<file path="config.mk">
export PLATFORM = sky130hd
export DESIGN_NAME = mem_copy_engine
export DESIGN_NICKNAME = d
export VERILOG_FILES = /design/src/rtl/mem_copy_pkg.sv /design/src/rtl/mem_copy_engine.sv
export SDC_FILE = /design/constraint.sdc
export NUM_CORES = 1
export LEC_CHECK = 0
export CORE_UTILIZATION = 26
export CTS_CLUSTER_DIAMETER = 80
export CTS_CLUSTER_SIZE = 14
export DETAILED_ROUTE_END_ITERATION = 16
export DONT_BUFFER_PORTS = 1
export PLACE_DENSITY_LB_ADDON = 0.12
export SLEW_MARGIN = 40
export SYNTH_ARGS = -nofsm -noshare
export SYNTH_HDL_FRONTEND = slang
export SYNTH_SLANG_ARGS = --single-unit
</file>
<file path="constraint.sdc">
create_clock -name clk -period 5.1 [get_ports clk]
set_input_delay 0.765 -clock clk [delete_from_list [all_inputs] [get_ports clk]]
set_output_delay 0.765 -clock clk [all_outputs]
set_load 0.005 [all_outputs]
</file>
<file path="src/rtl/mem_copy_pkg.sv">
// Shared types and default widths for the memory copy engine.
package mem_copy_pkg;

  localparam int unsigned DefAddrW = 32;
  localparam int unsigned DefDataW = 32;
  localparam int unsigned DefLenW  = 9;

  typedef enum logic [1:0] {
    StIdle,
    StRead,
    StWrite,
    StDone
  } state_e;

endpackage

</file>
<file path="src/rtl/mem_copy_engine.sv">
// Copies len consecutive words from src_addr to dst_addr, one read and one write per word.
module mem_copy_engine
  import mem_copy_pkg::*;
#(
  parameter int unsigned ADDR_W = DefAddrW,
  parameter int unsigned DATA_W = DefDataW,
  parameter int unsigned LEN_W  = DefLenW
) (
  input  logic              clk,
  input  logic              rst,
  input  logic              start,
  input  logic [ADDR_W-1:0] src_addr,
  input  logic [ADDR_W-1:0] dst_addr,
  input  logic [LEN_W-1:0]  len,
  output logic              busy,
  output logic              done,
  output logic [LEN_W-1:0]  words_copied,
  output logic [ADDR_W-1:0] mem_addr,
  output logic [DATA_W-1:0] mem_din,
  output logic              mem_we,
  output logic              mem_re,
  input  logic [DATA_W-1:0] mem_dout
);

  state_e            state_q, state_d;
  logic [ADDR_W-1:0] src_q, src_d;
  logic [ADDR_W-1:0] dst_q, dst_d;
  logic [LEN_W-1:0]  len_q, len_d;
  logic [LEN_W-1:0]  idx_q, idx_d;
  logic [LEN_W-1:0]  cnt_q, cnt_d;
  logic [LEN_W-1:0]  idx_inc;
  logic [ADDR_W-1:0] addr_q, addr_d;
  logic [DATA_W-1:0] data_q, data_d;
  logic              we_q, we_d;
  logic              re_q, re_d;

  assign idx_inc = idx_q + LEN_W'(1);

  // Memory strobes and address are computed one cycle ahead and registered, so the
  // memory sees clean flop outputs for the whole cycle.
  always_comb begin
    state_d = state_q;
    src_d   = src_q;
    dst_d   = dst_q;
    len_d   = len_q;
    idx_d   = idx_q;
    cnt_d   = cnt_q;
    addr_d  = addr_q;
    data_d  = data_q;
    we_d    = 1'b0;
    re_d    = 1'b0;
    unique case (state_q)
      StIdle: begin
        if (start) begin
          src_d = src_addr;
          dst_d = dst_addr;
          len_d = len;
          idx_d = '0;
          cnt_d = '0;
          if (len == '0) begin
            state_d = StDone;
          end else begin
            state_d = StRead;
            re_d    = 1'b1;
            addr_d  = src_addr;
          end
        end
      end
      StRead: begin
        data_d  = mem_dout;
        state_d = StWrite;
        we_d    = 1'b1;
        addr_d  = dst_q + ADDR_W'(idx_q);
      end
      StWrite: begin
        idx_d = idx_inc;
        cnt_d = cnt_q + LEN_W'(1);
        if (idx_inc == len_q) begin
          state_d = StDone;
        end else begin
          state_d = StRead;
          re_d    = 1'b1;
          addr_d  = src_q + ADDR_W'(idx_inc);
        end
      end
      StDone: begin
        state_d = StIdle;
      end
      default: begin
        state_d = StIdle;
      end
    endcase
  end

  always_ff @(posedge clk or posedge rst) begin
    if (rst) begin
      state_q <= StIdle;
      src_q   <= '0;
      dst_q   <= '0;
      len_q   <= '0;
      idx_q   <= '0;
      cnt_q   <= '0;
      addr_q  <= '0;
      data_q  <= '0;
      we_q    <= 1'b0;
      re_q    <= 1'b0;
    end else begin
      state_q <= state_d;
      src_q   <= src_d;
      dst_q   <= dst_d;
      len_q   <= len_d;
      idx_q   <= idx_d;
      cnt_q   <= cnt_d;
      addr_q  <= addr_d;
      data_q  <= data_d;
      we_q    <= we_d;
      re_q    <= re_d;
    end
  end

  assign busy         = (state_q == StRead) || (state_q == StWrite);
  assign done         = (state_q == StDone);
  assign words_copied = cnt_q;
  assign mem_addr     = addr_q;
  assign mem_din      = data_q;
  assign mem_we       = we_q;
  assign mem_re       = re_q;

endmodule

</file>
==> results.yml <==
die:
  num_rows: 66
  start_util_pct: 26.71
  die_h_um: 185.7
  die_x_um: 185.7
  dieArea_um2: 34500
  num_io_pins: 185
  coreArea_um2: 32870
placement:
  dpl-instance-area_um2: 9303
  gp_congestion: 0.7926
  dp.final_hpwl_um: 18660
  io_buffers: 0
drt:
  avgRoutedWirePerCell_um: 20.69
  via_count: 6253
  route.detailed.drc: 0
  drtPass1Iterations: 4
  vias_per_cell: 4.912
  antenna_left: 0
  drt_iter0_markers: 248
  routed_wl_um: 26340
global_routing:
  grt_start_max_net_pins: 86
  antenna_found_initial: 0
  overflow: 0
  grt_pass1_wl_um: 40520
  grt_pass1_vias: 6551
  track_usage_pct: 15.90
logic_synthesis:
  synth_cell_types: 67
  yosys-top-cells-area: "dfrtp_1, mux2_2, ha_1"
  seq_area_frac_synth_pct: 45.32
  syn_inst: 826
  yosysTopAreaCell: "dfrtp_1"
  synth_top_cell_area_share_pct: 45.32
  yosys_warnings: 0
  synth-seq-cells: 159
  syn_avg_cell_area_um2: 10.63
  syn_nets: 962
  async_reset_ff_share_pct: 100.0
  synth-edff-count: 0
  synth_flop_cell: "dfrtp_1"
  netlist_area_um2: 8778
flow_run:
  maxCapViolations: 0
layout:
  n_antenna_cell: 0
  final_common_cell: "dfrtp_1"
  layout-drive-gt1-share_pct: 20.46
  nNetsFinal: 954
  fin_util_pct: 30.26
  final_cell_mix: "dfrtp_1, mux2_2, nand2_1, nor2_1, xnor2_1"
  fin_area_um2: 9946
  fillers: 3465
  syn_to_final_growth_pct: 13.30
clocking:
  cts_buffers: 17
  cts_hold_buffers: 0
  cts_buffer_depth: 2
  htree_levels: 4
  clk_pin_slew_ns: 0.07
  cts_setup_buffers: 0
  post_cts_resize_count: 0
  cts_tree: "built"
  worst_skew_pair.late_latency_ns: 0.44
  cts_root_buffer: "clkbuf_16"
  clock_sinks: 159
pwr:
  p_leak_nw: 3.977
  p_total_mw: 6.572
  p_per_area_nw_per_um2: 660.8
  worst_ir_drop_vdd_mv: 0.2556
worst_setup_path:
  slowest_stage: "dfrtp_1"
  crit_required_ns: 5.41
  cp_top_family: "compound AO/OA/AOI/OAI gates"
  r2r_cells: 12
  r2r_slack_ns: 1.70
  critPathArrivalTime_ns: 3.72
  critPathKind: "flop to flop"
  crit_fanout: 12
  max_stage_delay_ns: 0.52
  reg2reg_from: "idx_q[3]"
  endpoint_kind: "flop"
  worstPathCellList: "nand4_1 > or2_1 > xnor2_1 > ha_1 > a21oi_1 > nor3b_1 > a21oi_1 > buf_4 > o211ai_1 > xnor2_1 > a221oi_1 > o31ai_1"
  worst_setup_path_start_kind: "flop"
  critical_path_buf_inv_count: 1
  rr_endpoint: "mem_addr[16]"
timing:
  maxSlewViolCount: 0
  setup-tns-final_ns: 0
  relSlewSlack_pct: 48.98
  clock_skew_ns: 0.009301
  finalCritPeriodShare_pct: 66.76
  rsz0062_at_grt: "false"
  fin_crit_ns: 3.405
  hold_violations: 0
  worst_slew_pin_slew_ns: 0.7632
  fmax_mhz: 293.7
  fin_hold_ws_ns: 0.2477
  finalSetupViolCount: 0
worst_hold_path:
  hp-class: "primary input to asynchronous set/reset pin"
run_status:
  status: "finished, final reports clean"
-- flip-flops by register name, summed over array words and instances, names as in the netlist --
name          cells
dst_q            32
mem_we            1
len_q             9
words_copied      9
idx_q             9
src_q            32
state_q           2
mem_din          32
mem_re            1
mem_addr         32
-- cell usage after synthesis, types with 4 or more instances --
cell type / number
dfrtp_1: 159
o21ai_2: 4
and3_1: 5
o21ai_0: 28
nand2b_1: 7
a2111oi_0: 4
a21oi_1: 22
inv_1: 24
xor2_1: 34
a21o_1: 4
buf_6: 6
nor2_1: 62
o2111ai_1: 6
o211ai_1: 10
o31ai_1: 29
nor4_1: 6
ha_1: 26
a221oi_1: 27
clkbuf_1: 32
xnor2_1: 36
nand4_1: 7
mux2_2: 98
and2_1: 5
nor3_1: 17
nand3_1: 20
a211oi_1: 9
nand2_1: 75
-- final cells by class --
cell class              count  area [um2]  share of cell area, %
clock buffers              18       439.2                  4.416
clock inverters            14       203.9                  2.051
repair buffers             18       180.2                  1.812
well taps                 442       553.0                  5.560
inverters                  24       97.59                 0.9813
multi-input cells         598        4493                  45.18
flip-flops and latches    159        3979                  40.01
-- layer usage --
metal	part of all wire [%]	GRT usage, %
met2	49	26.36
met4	1.9	5.115
met1	43	19.35
met5	0	0
met3	6.6	5.204
-- cell families after synthesis --
| family | share of synthesized area (%) |
|---|---|
| AO/OA/AOI/OAI | 14.52 |
| XOR/XNOR | 7.511 |
| adder cells (fa/ha/maj) | 4.162 |
| buffers and inverters | 3.592 |
| flip-flops | 45.33 |
| multiplexers | 12.86 |
| AND/OR/NAND/NOR | 12.03 |
-- per-stage QoR --
step	instances	setup WS [ns]
floorplan	826	0.04344
global placement	1237	1.709
detailed placement	1241	1.711
CTS	1273	1.688
global route	1273	1.321
finish	1273	1.695
-- worst max-delay path by stage --
| stage | end | from | depth (start not counted) | slack, ns |
|---|---|---|---|---|
| after detailed placement | mem_addr[16] | idx_q[3] | 12 | 1.71 |
| after CTS | mem_addr[16] | idx_q[3] | 12 | 1.69 |
| final | mem_addr[16] | idx_q[3] | 12 | 1.70 |
| after floorplan | dst_q[0] | rst | 1 | 0.04 |
| after global routing | mem_addr[25] | idx_q[0] | 13 | 1.32 |
| after global placement | mem_addr[16] | idx_q[3] | 12 | 1.71 |
-- report_power, final --
group	internal [mW]	switching, mW
Sequential	1.87	0.607
Clock	0.844	0.584
Combinational	1.23	1.44
No activity file was read; power rests on OpenSTA's default activity.
==> RTL change 1, RTL diff (config.mk and constraints unchanged) <==
Remove the register `we_q`: a continuous assignment takes its place, so the output `mem_we` follows one clock earlier.
--- a/src/rtl/mem_copy_engine.sv
+++ b/src/rtl/mem_copy_engine.sv
@@ -102,7 +102,6 @@
       cnt_q   <= '0;
       addr_q  <= '0;
       data_q  <= '0;
-      we_q    <= 1'b0;
       re_q    <= 1'b0;
     end else begin
       state_q <= state_d;
@@ -113,10 +112,11 @@
       cnt_q   <= cnt_d;
       addr_q  <= addr_d;
       data_q  <= data_d;
-      we_q    <= we_d;
       re_q    <= re_d;
     end
   end
+
+  assign we_q = we_d;
 
   assign busy         = (state_q == StRead) || (state_q == StWrite);
   assign done         = (state_q == StDone);
Check against the original RTL: not equivalent (a bounded check fails within 4 cycles, from zero or initial values and one cycle with rst high).
==> RTL change 1 against the original RTL <==
Design area decreased by 0.52%; power decreased by 2.2%; hold slack got worse by 0.038 ns; area after synthesis decreased by 0.29%; wire length decreased by 1.2%; die area decreased by 0.28%; sequential cell count decreased by 1; setup slack got worse by 0.041 ns; cell count decreased by 0.24%; combinational power about the same; critical path type unchanged.
==> RTL change 1: results <==
set metrics [dict create \
    status "completed" \
    yosysSeqAreaShare_pct 45.2 \
    numCtsBuffers 17 \
    grt_use_total_pct 15.6 \
    grt_pass1_vias 6521 \
    synthArstFlopShare_pct 100 \
    clkLatencyLatePin_ns 0.44 \
    grt_pass1_wl_mm 39.6 \
    clock-root-buffer "clkbuf_16" \
    synth_area_leaders "dfrtp_1 (45%), mux2_2 (13%), ha_1 (3.7%)" \
    grt_max_degree 101 \
    yosysUniqueCellTypes 67 \
    routed_wl_mm 26.0 \
    fin_nets 950 \
    gp_congestion 0.784 \
    cts_resized 0 \
    dr_total_vias 6233 \
    cts_setup_buffers 0 \
    post-place-ws_ns 1.64 \
    synth_warnings 0 \
    cts_hold_buf 0 \
    tightestPinTransition_ns 0.720 \
    ant_nets 0 \
    vdd_drop_max_uv 254 \
    worstPathArrival_ns 3.77 \
    power_leakage_nw 3.93 \
    io_buffer_count 0 \
    crit_fanout 8 \
    synthFlopType "dfrtp_1" \
    synthTopCellsByCount "dfrtp_1 (158), mux2_2 (98), nand2_1 (75)" \
    hpwl_mm 18.6 \
    firstDrtPassIters 4 \
    clk_path_buf_depth 2 \
    h-tree-depth 4 \
    drt_iter0_drc 310 \
    antenna_found_initial 1 \
    drive_gt1_share_pct 20.2 \
    skew_ns 0.0129 \
    clk_pin_slew_worst_paths_ns 0.07 \
    syn_nets 961 \
    hold_class "in2async" \
]
RTL change 1: cell count changes in the layout (fill, tap and decap cells not counted), moves of 2 or more:
| cell | before | now |
|---|---|---|
| buf_6 | 2 | 0 |
| bufinv_16 | 4 | 1 |
| inv_6 | 5 | 3 |
| clkbuf_8 | 1 | 3 |
| buf_4 | 13 | 10 |
| inv_8 | 2 | 0 |
| clkinv_4 | 1 | 3 |
RTL change 1: area by class of cell:
cell class                 instances  area (um2)
clock buffer                      21         470
inverter                          24         103
sequential                       158        3950
fill                            3463       23000
multi-input combinational        598        4520
tap                              442         553
timing repair buffer              15         183
antenna                            1        2.50
clock inverter                    11         108
RTL change 1: path summary, 6_finish.rpt:
check                             startpoint  cells after the start            to  slack (ns)
worst min-delay path                     rst                      1   mem_addr[7]        0.21
worst min register to register   mem_addr[9]                      2   mem_addr[9]        0.51
max in group asynchronous                rst                      2    mem_din[4]        4.07
worst max-delay path                idx_q[0]                     13  mem_addr[25]        1.65
min in group clk                dst_addr[12]                      2     dst_q[12]        0.44
worst max register to register      idx_q[0]                     13  mem_addr[25]        1.65
RTL change 1: through the flow:
| step | power (mW) | area, um2 | instances | hold slack, ns |
|---|---|---|---|---|
| 2_1_floorplan | 4.35 | 8750 | 825 | 0.470 |
| 3_3_place_gp | 5.16 | 9200 | 1233 | 0.501 |
| 3_5_place_dp | 5.24 | 9300 | 1237 | 0.500 |
| 4_1_cts | 6.56 | 9880 | 1269 | 0.347 |
| 5_1_grt | 6.93 | 9890 | 1269 | 0.234 |
| 6_report | 6.42 | 9890 | 1270 | 0.210 |
RTL change 1: logic make-up (layout without fill, tap and decap cells):
family / count (synthesis) / in the layout / synth area share (%)
simple gates: 224 / 224 / 12.1
compound gates: 174 / 174 / 14.6
fa+ha+maj: 28 / 28 / 4.17
flops: 158 / 158 / 45.2
buf+inv: 69 / 71 / 3.60
mux: 100 / 100 / 12.9
other cells: 0 / 1 / 0
xor+xnor: 72 / 72 / 7.53
RTL change 1: critical path: stages (launching register included):
cell	delay, ns
dfrtp_1	0.50
ha_1	0.30
nand3_2	0.18
o21ai_1	0.33
nand2_1	0.15
ha_1	0.33
a21oi_1	0.17
o211ai_1	0.15
a41oi_1	0.35
buf_4	0.21
nor3_1	0.06
xor2_1	0.15
a221oi_1	0.32
o31ai_1	0.12
RTL change 1: routing by layer:
layer | global-route usage, % | vias up | wire (um)
li1 | - | 2986 | -
met1 | 18.9 | 3086 | 11300
met2 | 26.2 | 142 | 12700
met3 | 4.85 | 19 | 1670
met4 | 4.69 | 0 | 403
met5 | 0 | - | 0
RTL change 1: where the power goes:
group	internal (mW)	switching [mW]	leakage, nW	total, mW
Combinational	1.24	1.44	1.74	2.68
Clock	0.716	0.568	0.280	1.28
Sequential	1.86	0.604	1.91	2.46
==> RTL change 2, RTL diff (config.mk and constraints unchanged) <==
Without the edit above. Change the package constant `DefLenW` from 9 to 18.
--- a/src/rtl/mem_copy_pkg.sv
+++ b/src/rtl/mem_copy_pkg.sv
@@ -3,7 +3,7 @@
 
   localparam int unsigned DefAddrW = 32;
   localparam int unsigned DefDataW = 32;
-  localparam int unsigned DefLenW  = 9;
+  localparam int unsigned DefLenW  = 18;
 
   typedef enum logic [1:0] {
     StIdle,
Interface: changed (resized len and words_copied); port bits go from 185 to 203. No check against the original RTL was run, so the function may have changed too.
==> RTL change 2 against the original RTL <==
Count of clock-buffer cells in the layout increased by 1; design area increased by 26%; sequential cell count increased by 27; first-iteration DRC count increased by 99%; sequential share of layout area decreased by 2.8 points; sequential power increased by 13%; area after synthesis increased by 28%; cell count increased by 32%; power increased by 15%; combinational power increased by 28%; critical path type unchanged; global-route usage increased by 1.4 points; setup slack got worse by 1.0 ns; critical endpoint is now mem_addr[25]; wire length increased by 41%; non-clock buffer count increased by 1; highest routed layer unchanged.
==> RTL change 2: results <==
set metrics [dict create \
    clk_path_buf_depth 2 \
    antenna_cells 0 \
    drive_gt1_share_pct 17.5 \
    synth_area_leaders "dfrtp_1 (41%), mux2_2 (12%), ha_1 (5.0%)" \
    routed_wl_mm 37.1 \
    cts_setup_buffers 0 \
    hpwl_mm 27.3 \
    grt_pass1_wl_mm 56.2 \
    synthTopCellsByCount "dfrtp_1 (186), mux2_2 (120), o21ai_0 (80)" \
    hold_class "in2async" \
    numCtsBuffers 17 \
    worstPathArrival_ns 4.78 \
    maxSlewViolCount 0 \
    grt_max_degree 140 \
    h-tree-depth 4 \
    slew_headroom_pct 45.3 \
    io_buffer_count 0 \
    synthArstFlopShare_pct 100 \
    clkLatencyLatePin_ns 0.49 \
    grt_pass1_vias 8680 \
    synth_warnings 0 \
    gp_congestion 0.871 \
    fin_nets 1256 \
    max_cap_viol_count 0 \
    yosysUniqueCellTypes 79 \
    vdd_drop_max_uv 265 \
    clk_pin_slew_worst_paths_ns 0.07 \
    cts_resized 0 \
    clock-root-buffer "clkbuf_16" \
    antenna_found_initial 0 \
    status "completed" \
    yosysSeqAreaShare_pct 41.3 \
    dr_total_vias 8635 \
    drt_iter0_drc 493 \
    power_leakage_nw 5.23 \
    post-place-ws_ns 0.643 \
    crit_fanout 11 \
    grt_use_total_pct 17.3 \
    skew_ns 0.0104 \
    firstDrtPassIters 5 \
]
==> RTL change 2: where the power goes <==
| group | switching, mW | internal [mW] |
|---|---|---|
| logic | 1.90 | 1.51 |
| registers | 0.680 | 2.13 |
| clock network | 0.644 | 0.689 |
| total | 3.23 | 4.33 |
==> RTL change 2: area by class of cell <==
class                           count  area (um2)
Clock inverter                     11         100
Tap cell                          577         722
Clock buffer                       19         453
Inverter                           34         131
Sequential cell                   186        4650
Fill cell                        4425       29800
Timing Repair Buffer               19         175
Multi-Input combinational cell    834        6290
==> RTL change 2: path summary, 6_finish.rpt <==
check	from	endpoint	slack [ns]	depth (start not counted)
worst max-delay path	idx_q[0]	mem_addr[25]	0.66	14
worst min-delay path	rst	mem_din[23]	0.11	1
worst max register to register	idx_q[0]	mem_addr[25]	0.66	14
worst min register to register	dst_q[31]	dst_q[31]	0.52	1
max in group asynchronous	rst	mem_din[0]	3.88	3
min in group clk	len[11]	len_q[11]	0.41	1
==> RTL change 2: worst max-delay path, stage by stage, from the launching register on <==
cell and delay [ns]:
dfrtp_1 0.50, ha_1 0.27, nand3_1 0.43, or3_1 0.50
nand2_1 0.13, ha_1 0.28, o21a_1 0.14, o211a_1 0.22
a2111oi_0 0.69, nor2_1 0.25, a211oi_2 0.22, buf_4 0.21
nand2b_1 0.14, mux2i_1 0.18, a41oi_1 0.12
==> RTL change 2: layer usage <==
metal | GRT usage [%] | share of wire (%) | vias to the layer above
li1 | - | - | 4079
met1 | 23.5 | 48 | 4279
met2 | 25.8 | 44 | 244
met3 | 5.35 | 6.3 | 33
met4 | 5.79 | 2.0 | 0
met5 | 0 | 0 | -
==> RTL change 2: cells by family (layout without fill, tap and decap cells) <==
family / Yosys count / in the layout / synth area share [%]
simple gates: 288 / 288 / 13.3
compound gates: 284 / 284 / 16.9
flops: 186 / 186 / 41.3
xor+xnor: 83 / 83 / 6.97
fa+ha+maj: 47 / 47 / 5.35
mux: 132 / 132 / 13.1
buf+inv: 86 / 83 / 3.17
==> RTL change 2: per-stage QoR <==
step,std cells,cell area (um2),total power [mW],utilization (%)
after floorplan,1106,11300,5.13,-
after global placement,1649,11900,6.25,28.2
after detailed placement,1649,11900,6.26,28.2
after CTS,1679,12500,7.67,29.5
after global routing,1680,12500,8.14,29.6
final,1680,12500,7.56,29.6
